<file path="src/rtl/paralelo_serial_tx.sv">
// paralelo_serial_tx: per-lane 8-bit parallel-to-serial converter.
// Sends one byte every 8 clk_32f cycles on a 1-bit registered lane output.
// Idle/comma symbol whenever no valid data; SYNC preamble after reset and
// after lane deactivation.
// Optional macro PS_LSB_FIRST_EN: serialise LSB-first instead of MSB-first.
module paralelo_serial_tx #(
    parameter logic [7:0] IDLE_SYM   = 8'hBC,
    parameter int         SYNC_COUNT = 4
) (
    input  logic       clk_32f,
    input  logic       reset,
    input  logic       lane_active,
    input  logic       valid_in,
    input  logic [7:0] data_in,
    output logic       data_out,
    output logic       load_ack,
    output logic       sync_done
);

    typedef enum logic {
        SYNC   = 1'b0,
        ACTIVE = 1'b1
    } state_t;

    localparam logic [3:0] SYNC_LAST = 4'(SYNC_COUNT - 1);

    state_t     state;
    state_t     state_nxt;
    logic [2:0] bit_cnt;
    logic [3:0] sync_cnt;
    logic [3:0] sync_cnt_nxt;
    logic [7:0] hold;
    logic [7:0] sel;
    logic       sample;

    // First bit of a freshly selected byte, driven on the sampling edge.
    function automatic logic first_bit(input logic [7:0] b);
`ifdef PS_LSB_FIRST_EN
        return b[0];
`else
        return b[7];
`endif
    endfunction

    // Bit of the held byte for the current position within the frame.
    function automatic logic pick_bit(input logic [7:0] b, input logic [2:0] pos);
`ifdef PS_LSB_FIRST_EN
        return b[pos];
`else
        return b[3'd7 - pos];
`endif
    endfunction

    assign sample = (bit_cnt == 3'd0);

    // State register: FSM advances only on frame boundaries.
    always_ff @(posedge clk_32f or posedge reset) begin
        if (reset) begin
            state    <= SYNC;
            sync_cnt <= 4'd0;
        end else if (sample) begin
            state    <= state_nxt;
            sync_cnt <= sync_cnt_nxt;
        end
    end

    // Next-state logic and byte selection for the upcoming frame.
    always_comb begin
        state_nxt    = state;
        sync_cnt_nxt = sync_cnt;
        sel          = IDLE_SYM;
        case (state)
            SYNC: begin
                if (!lane_active) begin
                    // Preamble restarts until the lane is enabled.
                    sync_cnt_nxt = 4'd0;
                end else if (sync_cnt == SYNC_LAST) begin
                    state_nxt    = ACTIVE;
                    sync_cnt_nxt = 4'd0;
                end else begin
                    sync_cnt_nxt = sync_cnt + 4'd1;
                end
            end
            ACTIVE: begin
                if (lane_active && valid_in) begin
                    sel = data_in;
                end
                if (!lane_active) begin
                    // The byte loaded on this edge is already idle.
                    state_nxt    = SYNC;
                    sync_cnt_nxt = 4'd0;
                end
            end
            default: begin
                state_nxt    = SYNC;
                sync_cnt_nxt = 4'd0;
            end
        endcase
    end

    // Datapath: bit counter, byte hold register and serial output.
    always_ff @(posedge clk_32f or posedge reset) begin
        if (reset) begin
            bit_cnt   <= 3'd0;
            hold      <= 8'h00;
            data_out  <= 1'b0;
            load_ack  <= 1'b0;
            sync_done <= 1'b0;
        end else begin
            bit_cnt <= bit_cnt + 3'd1;
            if (sample) begin
                hold      <= sel;
                data_out  <= first_bit(sel);
                load_ack  <= 1'b1;
                sync_done <= (state_nxt == ACTIVE);
            end else begin
                data_out <= pick_bit(hold, bit_cnt);
                load_ack <= 1'b0;
            end
        end
    end

endmodule

</file>
<file path="config.mk">
export PLATFORM = sky130hd
export DESIGN_NAME = paralelo_serial_tx
export DESIGN_NICKNAME = d
export VERILOG_FILES = /design/src/rtl/paralelo_serial_tx.sv
export SDC_FILE = /design/constraint.sdc
export NUM_CORES = 1
export LEC_CHECK = 0
export ABC_AREA = 0
export BUFFER_PORTS_ARGS = -buffer_cell sky130_fd_sc_hd__buf_2
export CORE_MARGIN = 2
export CORE_UTILIZATION = 45
export CTS_CLUSTER_SIZE = 14
export DETAILED_ROUTE_END_ITERATION = 8
export GPL_TIMING_DRIVEN = 0
export PLACE_DENSITY = 0.71
export SLEW_MARGIN = 5
export SYNTH_ARGS = -nofsm -noshare
export SYNTH_HDL_FRONTEND = slang
export SYNTH_SLANG_ARGS = --single-unit
export TNS_END_PERCENT = 50
</file>
<file path="constraint.sdc">
create_clock -name clk_32f -period 1.8 [get_ports clk_32f]
set_input_delay 0.09 -clock clk_32f [delete_from_list [all_inputs] [get_ports clk_32f]]
set_output_delay 0.09 -clock clk_32f [all_outputs]
set_load 0.005 [all_outputs]
</file>
==> impl_results.html <==
<table>
<tr><th>Metric</th><th>Value</th></tr>
<tr><th colspan="2">Critical path</th></tr>
<tr><td>Start-to-end type of the worst setup path</td><td>reg -&gt; reg</td></tr>
<tr><td>Flop2flop setup slack</td><td>260 ps</td></tr>
<tr><td>Cell count of the worst reg-to-reg path</td><td>5</td></tr>
<tr><td>Worst r2r dst</td><td>sync_cnt[0]</td></tr>
<tr><td>Worst setup endpoint</td><td>sync_cnt[0]</td></tr>
<tr><td>Capturing element type of the critical path</td><td>flop</td></tr>
<tr><td>Data required time at the worst endpoint</td><td>1990 ps</td></tr>
<tr><td>Crit path max fanout</td><td>10</td></tr>
<tr><td>Arrival @ worst endpoint</td><td>1730 ps</td></tr>
<tr><td>Critical path startpoint category</td><td>flop</td></tr>
<tr><td>Startpoint of the worst setup timing path</td><td>bit_cnt[0]</td></tr>
<tr><td>FF-to-FF Start</td><td>bit_cnt[0]</td></tr>
<tr><th colspan="2">Synthesis</th></tr>
<tr><td>Commonest cells in the netlist</td><td>dfrtp_1, a22o_1, inv_1, nand2_1, o22a_1</td></tr>
<tr><td>Post-synthesis cell type with the largest combined area</td><td>dfrtp_1</td></tr>
<tr><td>Synth warn</td><td>0</td></tr>
<tr><td>Cells taking the most area after synthesis</td><td>dfrtp_1, a22o_1, ha_1, o22a_1, mux4_1</td></tr>
<tr><td>Post-synthesis cell count</td><td>roughly 70</td></tr>
<tr><td>Number of library cell types mapped by synthesis</td><td>29</td></tr>
<tr><td>Netlist Area Pre-Place</td><td>862.1 µm²</td></tr>
<tr><td>Synthesized area divided by synthesized cell count</td><td>roughly 12 µm²</td></tr>
<tr><td>Area share of the largest cell type after synthesis</td><td>52.25%</td></tr>
<tr><td>Leading cell type by number of instances after synthesis</td><td>dfrtp_1</td></tr>
<tr><td>Nets in the synthesized netlist</td><td>84</td></tr>
<tr><td>Post-synthesis sequential element count</td><td>18</td></tr>
<tr><td>Number of flops mapped to enable cells by yosys</td><td>0</td></tr>
<tr><td>Register area share after synthesis</td><td>52.25%</td></tr>
<tr><td>Async SR Flop Fraction</td><td>100.0%</td></tr>
<tr><td>Primary flip-flop cell chosen by synthesis mapping</td><td>dfrtp_1</td></tr>
<tr><th colspan="2">Timing</th></tr>
<tr><td>Max Fclk</td><td>648.6 MHz</td></tr>
<tr><td>Max-slew violation count</td><td>0</td></tr>
<tr><td>Setup TNS</td><td>0 ps</td></tr>
<tr><td>Period Utilization, post-route</td><td>85.66%</td></tr>
<tr><td>Least-Margin Pin Slew</td><td>a little under 700 ps</td></tr>
<tr><td>Final Critical Period</td><td>1542 ps</td></tr>
<tr><td>Worst clock skew</td><td>5.857 ps</td></tr>
<tr><td>RSZ-0062 raised after global routing</td><td>false</td></tr>
<tr><td>Worst hold slack</td><td>between 5 and 6 ps</td></tr>
<tr><td>Max-Slew Margin vs Limit</td><td>between 50% and 60%</td></tr>
<tr><td>Final hold violation count</td><td>0</td></tr>
<tr><td>Number of setup violations in the final report</td><td>0</td></tr>
<tr><th colspan="2">Place</th></tr>
<tr><td>Weighted congestion reported at the end of routability-driven placement</td><td>roughly 0.7</td></tr>
<tr><td>Port buffer count</td><td>14</td></tr>
<tr><td>Detailed placer's ending HPWL</td><td>1.082 mm</td></tr>
<tr><td>Total placed cells including tap cells</td><td>108</td></tr>
<tr><th colspan="2">Floorplan</th></tr>
<tr><td>Floorplan die width</td><td>around 48 µm</td></tr>
<tr><td>DIE HEIGHT</td><td>between 40 and 50 µm</td></tr>
<tr><td>Initial Util</td><td>approximately half</td></tr>
<tr><td>Std-Cell Core Area</td><td>1764 µm²</td></tr>
<tr><td>FP Rows</td><td>15</td></tr>
<tr><td>I/O pins</td><td>15</td></tr>
<tr><td>Overall die area</td><td>2282 µm²</td></tr>
<tr><th colspan="2">Finish</th></tr>
<tr><td>Total area of multi-input combinational cells</td><td>374.1 µm²</td></tr>
<tr><td>Fill count</td><td>169</td></tr>
<tr><td>Cell Count, Final, Fillers Out</td><td>113</td></tr>
<tr><td>Layout-stage area growth over the synthesis result</td><td>17.13%</td></tr>
<tr><td>Number of nets in the finished design</td><td>around 100</td></tr>
<tr><td>Utilization of the core after routing</td><td>57.23%</td></tr>
<tr><td>Area occupied by registers</td><td>450.4 µm²</td></tr>
<tr><td>Share of layout cells above drive strength 1</td><td>26.14%</td></tr>
<tr><td>Antenna diode count</td><td>0</td></tr>
<tr><th colspan="2">Pwr</th></tr>
<tr><td>Power density over cell area</td><td>841.6 nW/µm²</td></tr>
<tr><td>Peak supply drop</td><td>0.4940 mV</td></tr>
<tr><td>Leak</td><td>roughly 0.00050 µW</td></tr>
<tr><th colspan="2">Clock tree</th></tr>
<tr><td>Clock-pin slew on the worst setup and hold paths</td><td>110 ps</td></tr>
<tr><td>Clock root buffer master</td><td>clkbuf_4</td></tr>
<tr><td>CTS tree</td><td>built</td></tr>
<tr><td>Max Buffers Root-to-Sink</td><td>2</td></tr>
<tr><td>Number of buffers added for setup after CTS</td><td>0</td></tr>
<tr><td>CTS-repair resized insts</td><td>0</td></tr>
<tr><td>Clock insertion delay at the later pin of the skew report</td><td>290 ps</td></tr>
<tr><td>Number of sinks on the clock net</td><td>18</td></tr>
<tr><td>Total clock buffers created by CTS</td><td>3</td></tr>
<tr><td>Htree depth</td><td>1</td></tr>
<tr><th colspan="2">Detailed routing</th></tr>
<tr><td>Count of nets left with antenna violations after detail routing</td><td>0</td></tr>
<tr><td>Vias post-DR</td><td>596</td></tr>
<tr><td>WL per Instance</td><td>13.27 µm</td></tr>
<tr><td>Starting DRT DRC Count</td><td>10</td></tr>
<tr><td>Vias per cell</td><td>between 5 and 6</td></tr>
<tr><td>Length of the first detailed-routing pass in iterations</td><td>3</td></tr>
<tr><td>Final Routed Wirelength</td><td>1.499 mm</td></tr>
<tr><td>Total DRC errors in the routed layout</td><td>0</td></tr>
<tr><th colspan="2">Hold path</th></tr>
<tr><td>Type of the worst min-delay path</td><td>in -&gt; reg</td></tr>
<tr><th colspan="2">Global route</th></tr>
<tr><td>Total global routing track utilization</td><td>15.16%</td></tr>
<tr><td>Global-route wire length before repair</td><td>roughly 2.4 mm</td></tr>
<tr><td>Initial antenna violation count</td><td>0</td></tr>
<tr><td>Largest net degree at the start of global routing</td><td>19</td></tr>
<tr><td>Total global routing overflow</td><td>0</td></tr>
<tr><td>Number of global-route vias before repair</td><td>545</td></tr>
<tr><th colspan="2">Run</th></tr>
<tr><td>Number of maximum-capacitance constraint violations</td><td>0</td></tr>
<tr><th colspan="2">Outcome</th></tr>
<tr><td>Outcome</td><td>complete, no violations</td></tr>
</table>
[worst min path at each step]
stage / depth (start not counted) / slack (ps) / to / from
2_1_floorplan: 1 / 30 / bit_cnt[0] / reset
3_3_place_gp: 2 / 220 / bit_cnt[2] / reset
4_1_cts: 2 / 6 / hold[6] / data_in[6]
6_report: 2 / 6 / hold[2] / data_in[2]
3_5_place_dp: 2 / 220 / bit_cnt[2] / reset
5_1_grt: 2 / 0.4 / hold[6] / data_in[6]
[routing by layer]
layer / part of all wire (%) / routed length, µm / track usage [%] / up-vias
li1: - / - / - / 293
met1: 50 / 747 / 23.28 / 289
met2: 46 / 693 / 22.13 / 10
met3: 2.6 / 39 / 2.264 / 4
met4: 1.3 / 19 / 4.865 / 0
met5: 0 / 0 / 0 / -
[power by group]
group,total (µW),internal (µW),switching (µW)
sequential,474,434,40.0
clock,251,123,128
combinational,125,72.2,52.5
[critical path: stages, from the launching register on]
cell and delay [ps]:
dfrtp_1 470, inv_1 100, ha_1 250, nand2b_4 100
buf_4 180, a221o_1 340
[stage by stage]
| step | area [µm²] | setup WS (ps) | total power [µW] |
|---|---|---|---|
| after global placement | 963.4 | 279.0 | 600.4 |
| after CTS | 1010 | 251.0 | 854.5 |
| after global routing | 1010 | 105.9 | 885.3 |
| after detailed placement | 963.4 | 268.1 | 605.3 |
| after floorplan | 862.1 | 392.8 | 565.6 |
| final | 1010 | 258.1 | 849.7 |
[cells in the final DEF, fill, tap and decap left out]
cell           Yosys  routed
nor2_1             3       3
nand4b_4           1       1
o21ai_0            2       2
nor4_1             1       1
nand4_1            1       1
buf_6              1       1
ha_1               3       3
nand2b_1           1       1
clkbuf_4           0       3
nand3b_1           1       1
or2_1              1       1
mux4_1             1       1
o22a_1             4       4
nor3b_1            2       2
dlygate4sd3_1      0       1
mux2i_1            2       2
xor2_1             1       1
buf_2              0      14
a22o_1             6       6
nand3_1            1       1
clkbuf_8           0       1
nand2b_4           1       1
inv_1              5       5
or4_1              2       2
dfrtp_1           18      18
o32ai_1            1       1
nand2_1            4       4
and3_1             1       1
a21oi_1            1       1
buf_4              1       1
mux2_4             1       1
a221o_1            1       1
and2b_1            1       1
[timing repair]
action	4_1_cts	5_1_grt
endpoints found under the setup margin	0	0
endpoints found under the hold margin	18	0
hold buffers	1	0
[cell type report]
class / count / share of cell area [%]
well taps: 25 / 3.098
repair buffers: 15 / 7.931
plain buffers: 2 / 1.859
flip-flops and latches: 18 / 44.61
inverters: 5 / 1.859
multi-input cells: 44 / 37.05
clock buffers: 4 / 3.594
[state kept, by name, indices dropped and copies added, names as in the netlist]
signal and count:
sync_done 1, data_out 1, hold 8, sync_cnt 4
load_ack 1, bit_cnt 3
[kinds of logic after synthesis]
family	Yosys count	share of synthesized area, %
AND/OR/NAND/NOR	21	16.84
flip-flops	18	52.25
AO/OA/AOI/OAI	15	14.08
buffers and inverters	7	4.355
multiplexers	4	7.112
adder cells (fa/ha/maj)	3	4.355
XOR/XNOR	1	1.016
(Power assumes the default switching activity.)
